===== src/rtl/voting_tally_ctrl_pkg.sv =====
// Shared types and width helpers for the voting tally controller.
package voting_tally_ctrl_pkg;

  localparam int DEF_N = 3;
  localparam int DEF_M = 3;

  typedef enum logic [1:0] {
    ST_IDLE,
    ST_COLLECT,
    ST_SCAN,
    ST_DONE
  } state_t;

  function automatic int num_cand(input int n);
    return 1 << n;
  endfunction

  function automatic int num_voter(input int m);
    return 1 << m;
  endfunction

  // Counters carry one extra bit so a full house of 2**M ballots fits.
  function automatic int cnt_w(input int m);
    return m + 1;
  endfunction

  localparam int NUM_CAND  = num_cand(DEF_N);
  localparam int NUM_VOTER = num_voter(DEF_M);
  localparam int CNT_W     = cnt_w(DEF_M);

endpackage


===== src/rtl/voting_max_scan.sv =====
// Sequential argmax over the tally array, one candidate per cycle.
module voting_max_scan
  import voting_tally_ctrl_pkg::*;
#(
  parameter int N = DEF_N,
  parameter int M = DEF_M
) (
  input  logic         clk,
  input  logic         rst_n,
  input  logic         start,
  input  logic [M:0]   tally,
  output logic [N-1:0] idx,
  output logic         last,
  output logic [N-1:0] best_idx_nxt,
  output logic [M:0]   best_cnt_nxt
);

  logic         active;
  logic [N-1:0] best_idx;
  logic [M:0]   best_cnt;

  // Strict compare keeps the lowest index on a tie.
  always_comb begin
    best_idx_nxt = best_idx;
    best_cnt_nxt = best_cnt;
    if (tally > best_cnt) begin
      best_idx_nxt = idx;
      best_cnt_nxt = tally;
    end
  end

  assign last = active && (idx == {N{1'b1}});

  always_ff @(posedge clk or negedge rst_n) begin
    if (!rst_n) begin
      active   <= 1'b0;
      idx      <= '0;
      best_idx <= '0;
      best_cnt <= '0;
    end else if (start) begin
      active   <= 1'b1;
      idx      <= '0;
      best_idx <= '0;
      best_cnt <= '0;
    end else if (active) begin
      best_idx <= best_idx_nxt;
      best_cnt <= best_cnt_nxt;
      if (last) active <= 1'b0;
      else      idx    <= idx + N'(1);
    end
  end

endmodule


===== src/rtl/voting_tally_ctrl.sv =====
// Serial ballot collector with one-vote-per-voter enforcement and plurality scan.
//   state      | meaning
//   ST_IDLE    | waiting for start, no election open
//   ST_COLLECT | accepting ballots
//   ST_SCAN    | argmax over tallies, one candidate per cycle
//   ST_DONE    | winner outputs valid until next start
module voting_tally_ctrl
  import voting_tally_ctrl_pkg::*;
#(
  parameter int N = DEF_N,
  parameter int M = DEF_M
) (
  input  logic         clk,
  input  logic         rst_n,
  input  logic         start,
  input  logic         close,
  input  logic         vote_valid,
  output logic         vote_ready,
  input  logic [M-1:0] vote_id,
  input  logic [N-1:0] vote_val,
  output logic         busy,
  output logic         done,
  output logic [N-1:0] winner,
  output logic [M:0]   winner_count,
  output logic [M:0]   ballots,
  output logic         dup_err
);

  localparam int L_NUM_CAND  = num_cand(N);
  localparam int L_NUM_VOTER = num_voter(M);
  localparam int L_CNT_W     = cnt_w(M);

  state_t                   state, state_nxt;
  logic [L_CNT_W-1:0]       tallies [L_NUM_CAND];
  logic [L_NUM_VOTER-1:0]   voted;
  logic                     accept, fresh, clear, scan_start, scan_last;
  logic [N-1:0]             scan_idx, scan_best_idx;
  logic [L_CNT_W-1:0]       scan_best_cnt;

  assign vote_ready = (state == ST_COLLECT);
  assign busy       = (state == ST_COLLECT) || (state == ST_SCAN);
  assign done       = (state == ST_DONE);
  assign accept     = vote_valid && vote_ready;
  assign fresh      = accept && !voted[vote_id];
  assign clear      = start && ((state == ST_IDLE) || (state == ST_DONE));
  assign scan_start = (state == ST_COLLECT) && (state_nxt == ST_SCAN);

  always_comb begin
    state_nxt = state;
    case (state)
      ST_IDLE, ST_DONE: if (start) state_nxt = ST_COLLECT;
      ST_COLLECT: if (close || (fresh && ballots == L_CNT_W'(L_NUM_VOTER - 1)))
                    state_nxt = ST_SCAN;
      ST_SCAN:    if (scan_last) state_nxt = ST_DONE;
      default:    state_nxt = ST_IDLE;
    endcase
  end

  always_ff @(posedge clk or negedge rst_n) begin
    if (!rst_n) state <= ST_IDLE;
    else        state <= state_nxt;
  end

  // A vote that lands together with close is still counted.
  always_ff @(posedge clk or negedge rst_n) begin
    if (!rst_n) begin
      for (int i = 0; i < L_NUM_CAND; i++) tallies[i] <= '0;
      voted        <= '0;
      ballots      <= '0;
      dup_err      <= 1'b0;
      winner       <= '0;
      winner_count <= '0;
    end else begin
      dup_err <= accept && voted[vote_id];
      if (clear) begin
        for (int i = 0; i < L_NUM_CAND; i++) tallies[i] <= '0;
        voted   <= '0;
        ballots <= '0;
      end else if (fresh) begin
        tallies[vote_val] <= tallies[vote_val] + L_CNT_W'(1);
        voted[vote_id]    <= 1'b1;
        ballots           <= ballots + L_CNT_W'(1);
      end
      if ((state == ST_SCAN) && scan_last) begin
        winner       <= scan_best_idx;
        winner_count <= scan_best_cnt;
      end
    end
  end

  voting_max_scan #(.N(N), .M(M)) u_scan (
    .clk          (clk),
    .rst_n        (rst_n),
    .start        (scan_start),
    .tally        (tallies[scan_idx]),
    .idx          (scan_idx),
    .last         (scan_last),
    .best_idx_nxt (scan_best_idx),
    .best_cnt_nxt (scan_best_cnt)
  );

endmodule

===== config.mk =====
export PLATFORM = sky130hd
export DESIGN_NAME = voting_tally_ctrl
export DESIGN_NICKNAME = d
export VERILOG_FILES = /design/src/rtl/voting_tally_ctrl_pkg.sv /design/src/rtl/voting_max_scan.sv /design/src/rtl/voting_tally_ctrl.sv
export SDC_FILE = /design/constraint.sdc
export NUM_CORES = 1
export LEC_CHECK = 0
export BUFFER_PORTS_ARGS = -buffer_cell sky130_fd_sc_hd__buf_2
export CAP_MARGIN = 20
export CORE_MARGIN = 4
export CORE_UTILIZATION = 59
export CTS_CLUSTER_SIZE = 10
export DETAILED_ROUTE_END_ITERATION = 8
export HOLD_SLACK_MARGIN = 0.1
export PLACE_DENSITY = 0.78
export SLEW_MARGIN = 20
export SYNTH_ARGS = -nofsm -noshare
export SYNTH_HDL_FRONTEND = slang
export SYNTH_SLANG_ARGS = --single-unit

===== constraint.sdc =====
create_clock -name clk -period 4.3 [get_ports clk]
set_input_delay 0.43 -clock clk [delete_from_list [all_inputs] [get_ports clk]]
set_output_delay 0.43 -clock clk [all_outputs]
set_load 0.05 [all_outputs]

==> impl_metrics.py <==
metrics = {
    "routing": {
        "wl_mm": 8.868,
        "drtAntennaViolNets": 0,
        "vias": 2956,
        "avgRoutedWirePerCell_um": 19.58,
        "viasPerCell": 6.525,
        "drc": 0,
        "dr.pass1.iters": 5,
        "first_iter_violations": 259,
    },
    "global_routing": {
        "grt_pass1_wl_mm": 15.04,
        "grt_usage_pct": 23.01,
        "antenna_found_initial": 0,
        "grt_pass1_vias": 2980,
        "grt_max_degree": 66,
        "overflow": 0,
    },
    "clock_network": {
        "post_cts_resized": 0,
        "cts_setup_buffers": 0,
        "cts_root_buf": "clkbuf_8",
        "clk_path_buf_depth": 2,
        "h-tree-depth": 3,
        "numCtsBuffers": 9,
        "cts_tree": "done",
        "postCtsHoldBufs": 0,
        "worstSkewPairLatency_ps": 350,
        "clk_pin_slew_worst_paths_ps": 70,
        "cts_sinks": 65,
    },
    "place": {
        "io_buffers": 25,
        "hpwl_mm": 6.142,
        "place.gp.congestion": 0.8706,
        "post-place-ws_ps": 959.0,
        "dpl.cell_count": 437,
        "place_area_mm2": 0.004105,
    },
    "sta": {
        "finalSetupTns_ps": 0,
        "timing.final.ws_setup_ps": 891.8,
        "fin_crit_ps": 3408,
        "clock_skew_ps": 12.98,
        "rsz0062_at_grt": "no",
        "relSlewSlack_pct": 31.66,
        "max_slew.worst_pin.slew_ps": 1018,
        "hold_violations": 0,
        "report.final.slew_viol_count": 0,
        "fin_crit_sh_pct": 79.26,
        "finalSetupViolations": 0,
        "fmax_mhz": 293.4,
    },
    "power": {
        "power_leakage_nw": 1.862,
        "ir_drop_mv": 0.2881,
        "power_density_mw_per_mm2": 567.4,
    },
    "setup_path": {
        "crit_slowest_cell": "dfrtp_1",
        "cpPeakStageDelay_ps": 750,
        "crit_path_start_kind": "flop",
        "arrival_ps": 3680,
        "criticalPathCategory": "reg2reg",
        "reg2regPathDepth": 7,
        "crit_path_cell_trace": "mux4_2 -> mux2_2 -> ha_1 -> nand4_1 -> o21ai_1 -> o21ai_0 -> a31oi_1",
        "worstPathRequired_ps": 4570,
        "crit_fanout": 16,
        "cp-end-kind": "flop",
    },
    "floorplanning": {
        "initial_utilization_pct": 61.82,
        "die-area_mm2": 0.008189,
        "rows": 29,
        "ioPinCount": 26,
        "fp.coreArea_mm2": 0.006495,
        "die_x_um": 90.50,
        "die_h_um": 90.50,
    },
    "synth": {
        "synth_fp_nets": 382,
        "syn_inst": 360,
        "syn-cell-area_mm2": 0.004015,
        "synth_warnings": 0,
        "yosys_register_bits": 65,
        "ys_seq_area_share_pct": 40.51,
        "synthArstFlopShare_pct": 100.0,
        "syn_avg_cell_area_um2": 11.15,
        "ys.flop_type": "dfrtp_1",
        "synth.distinct_cells": 56,
        "synth_edf_count": 0,
    },
    "layout": {
        "area_growth_syn_to_layout_pct": 7.479,
        "nets": 393,
        "final_cells": 453,
        "fin_util_pct": 66.44,
        "stdcell_area_mm2": 0.004315,
        "drive_gt1_share_pct": 24.20,
        "diodes": 0,
        "final_common_cell": "dfrtp_1",
        "layout_common_cells": "dfrtp_1 (65), nor2_1 (45), mux2i_1 (33)",
    },
    "hold_path": {
        "holdCritPathClass": "in2async",
    },
    "job": {
        "drv_cap": 0,
    },
    "run_status": {
        "status": "finished, final reports clean",
    },
}
[synthesized netlist by cell type, types with 2 or more instances]
cell,n,share of area [%]
dfrtp_1,65,41
nor2_1,45,4.2
mux2i_1,33,8.2
mux4_2,15,8.4
o21ai_0,15,1.9
a21oi_1,13,1.6
o211ai_1,13,2.4
clkbuf_1,12,1.1
ha_1,11,3.4
inv_1,11,1.0
a31oi_1,10,1.6
nand2_1,10,0.93
nand3_1,10,1.2
nor4_4,9,4.8
o31ai_1,7,1.3
a22oi_2,6,1.9
or3_1,5,0.78
buf_2,4,0.50
buf_4,4,0.75
buf_6,4,1.1
a21oi_2,3,0.65
and2_1,3,0.47
buf_1,3,0.28
mux2_2,3,0.84
nor2b_1,3,0.47
nor3_1,3,0.37
o2111ai_1,3,0.65
a41oi_1,2,0.44
nand2b_1,2,0.31
nand4_1,2,0.31
nand4b_1,2,0.44
nor3b_1,2,0.37
o21a_1,2,0.37
or4_1,2,0.37
xnor2_1,2,0.44
[per-stage QoR]
step	hold WS, ps	total power, mW
2_1_floorplan	134.4	1.668
3_3_place_gp	463.6	1.848
3_5_place_dp	463.0	1.885
4_1_cts	289.3	2.447
5_1_grt	332.3	2.607
6_report	235.5	2.449
[power breakdown]
part / total, mW / internal (mW) / switching, mW
clock: 0.561 / 0.323 / 0.238
combinational: 1.02 / 0.335 / 0.690
sequential: 0.863 / 0.724 / 0.140
total: 2.45 / 1.38 / 1.07
[flip-flops by register name (all words and copies together) (netlist names)]
register         flops
u_scan.best_idx      3
u_scan.best_cnt      4
voted                8
dup_err              1
winner               3
u_scan.active        1
state                2
winner_count         4
ballots              4
tallies             32
u_scan.idx           3
[layout make-up]
type / count / area, um^2
inverter: 13 / 48.80
sequential: 65 / 1627
tap: 77 / 96.34
multi-input combinational: 253 / 2178
timing repair buffer: 29 / 155.1
clock buffer: 10 / 127.6
clock inverter: 6 / 82.58
fill: 487 / 2180
[final timing paths]
| path | startpoint | to | slack, ps |
|---|---|---|---|
| hold reg to reg | winner_count[2]$_DFFE_PN0P_ | winner_count[2]$_DFFE_PN0P_ | 470 |
| min in group clk | close | state[1]$_DFF_PN0_ | 460 |
| max in group asynchronous | rst_n | tallies[17]$_DFFE_PN0P_ | 3510 |
| hold / removal | rst_n | voted[1]$_DFFE_PN0P_ | 240 |
| setup / recovery | u_scan.idx[0]$_DFFE_PN0P_ | winner[0]$_DFFE_PN0P_ | 890 |
| setup reg to reg | u_scan.idx[0]$_DFFE_PN0P_ | winner[0]$_DFFE_PN0P_ | 890 |
[kinds of logic after synthesis]
group / count (synthesis) / share of synthesized area [%]
and+or+nand+nor: 102 / 16.05
AOI/OAI and AO/OA: 84 / 15.08
DFF: 65 / 40.51
muxes: 52 / 18.04
buffers and inverters: 42 / 5.827
adders and majority gates: 11 / 3.428
xor gates and xnor gates: 4 / 1.060
[routing by layer]
metal	vias up	share of wire, %	GRT usage [%]
met1	1477	45	31.52
met5	-	0	0
met4	0	1.9	8.929
li1	1365	-	-
met3	15	5.1	5.083
met2	99	48	35.70
[critical path, delay by kind of cell (launching register included)]
| kind | cells | cell delay (ps) |
|---|---|---|
| adders and majority gates | 1 | 330 |
| DFF | 1 | 750 |
| muxes | 2 | 870 |
| and+or+nand+nor | 1 | 310 |
| AOI/OAI and AO/OA | 3 | 1070 |
(Power assumes the default switching activity.)
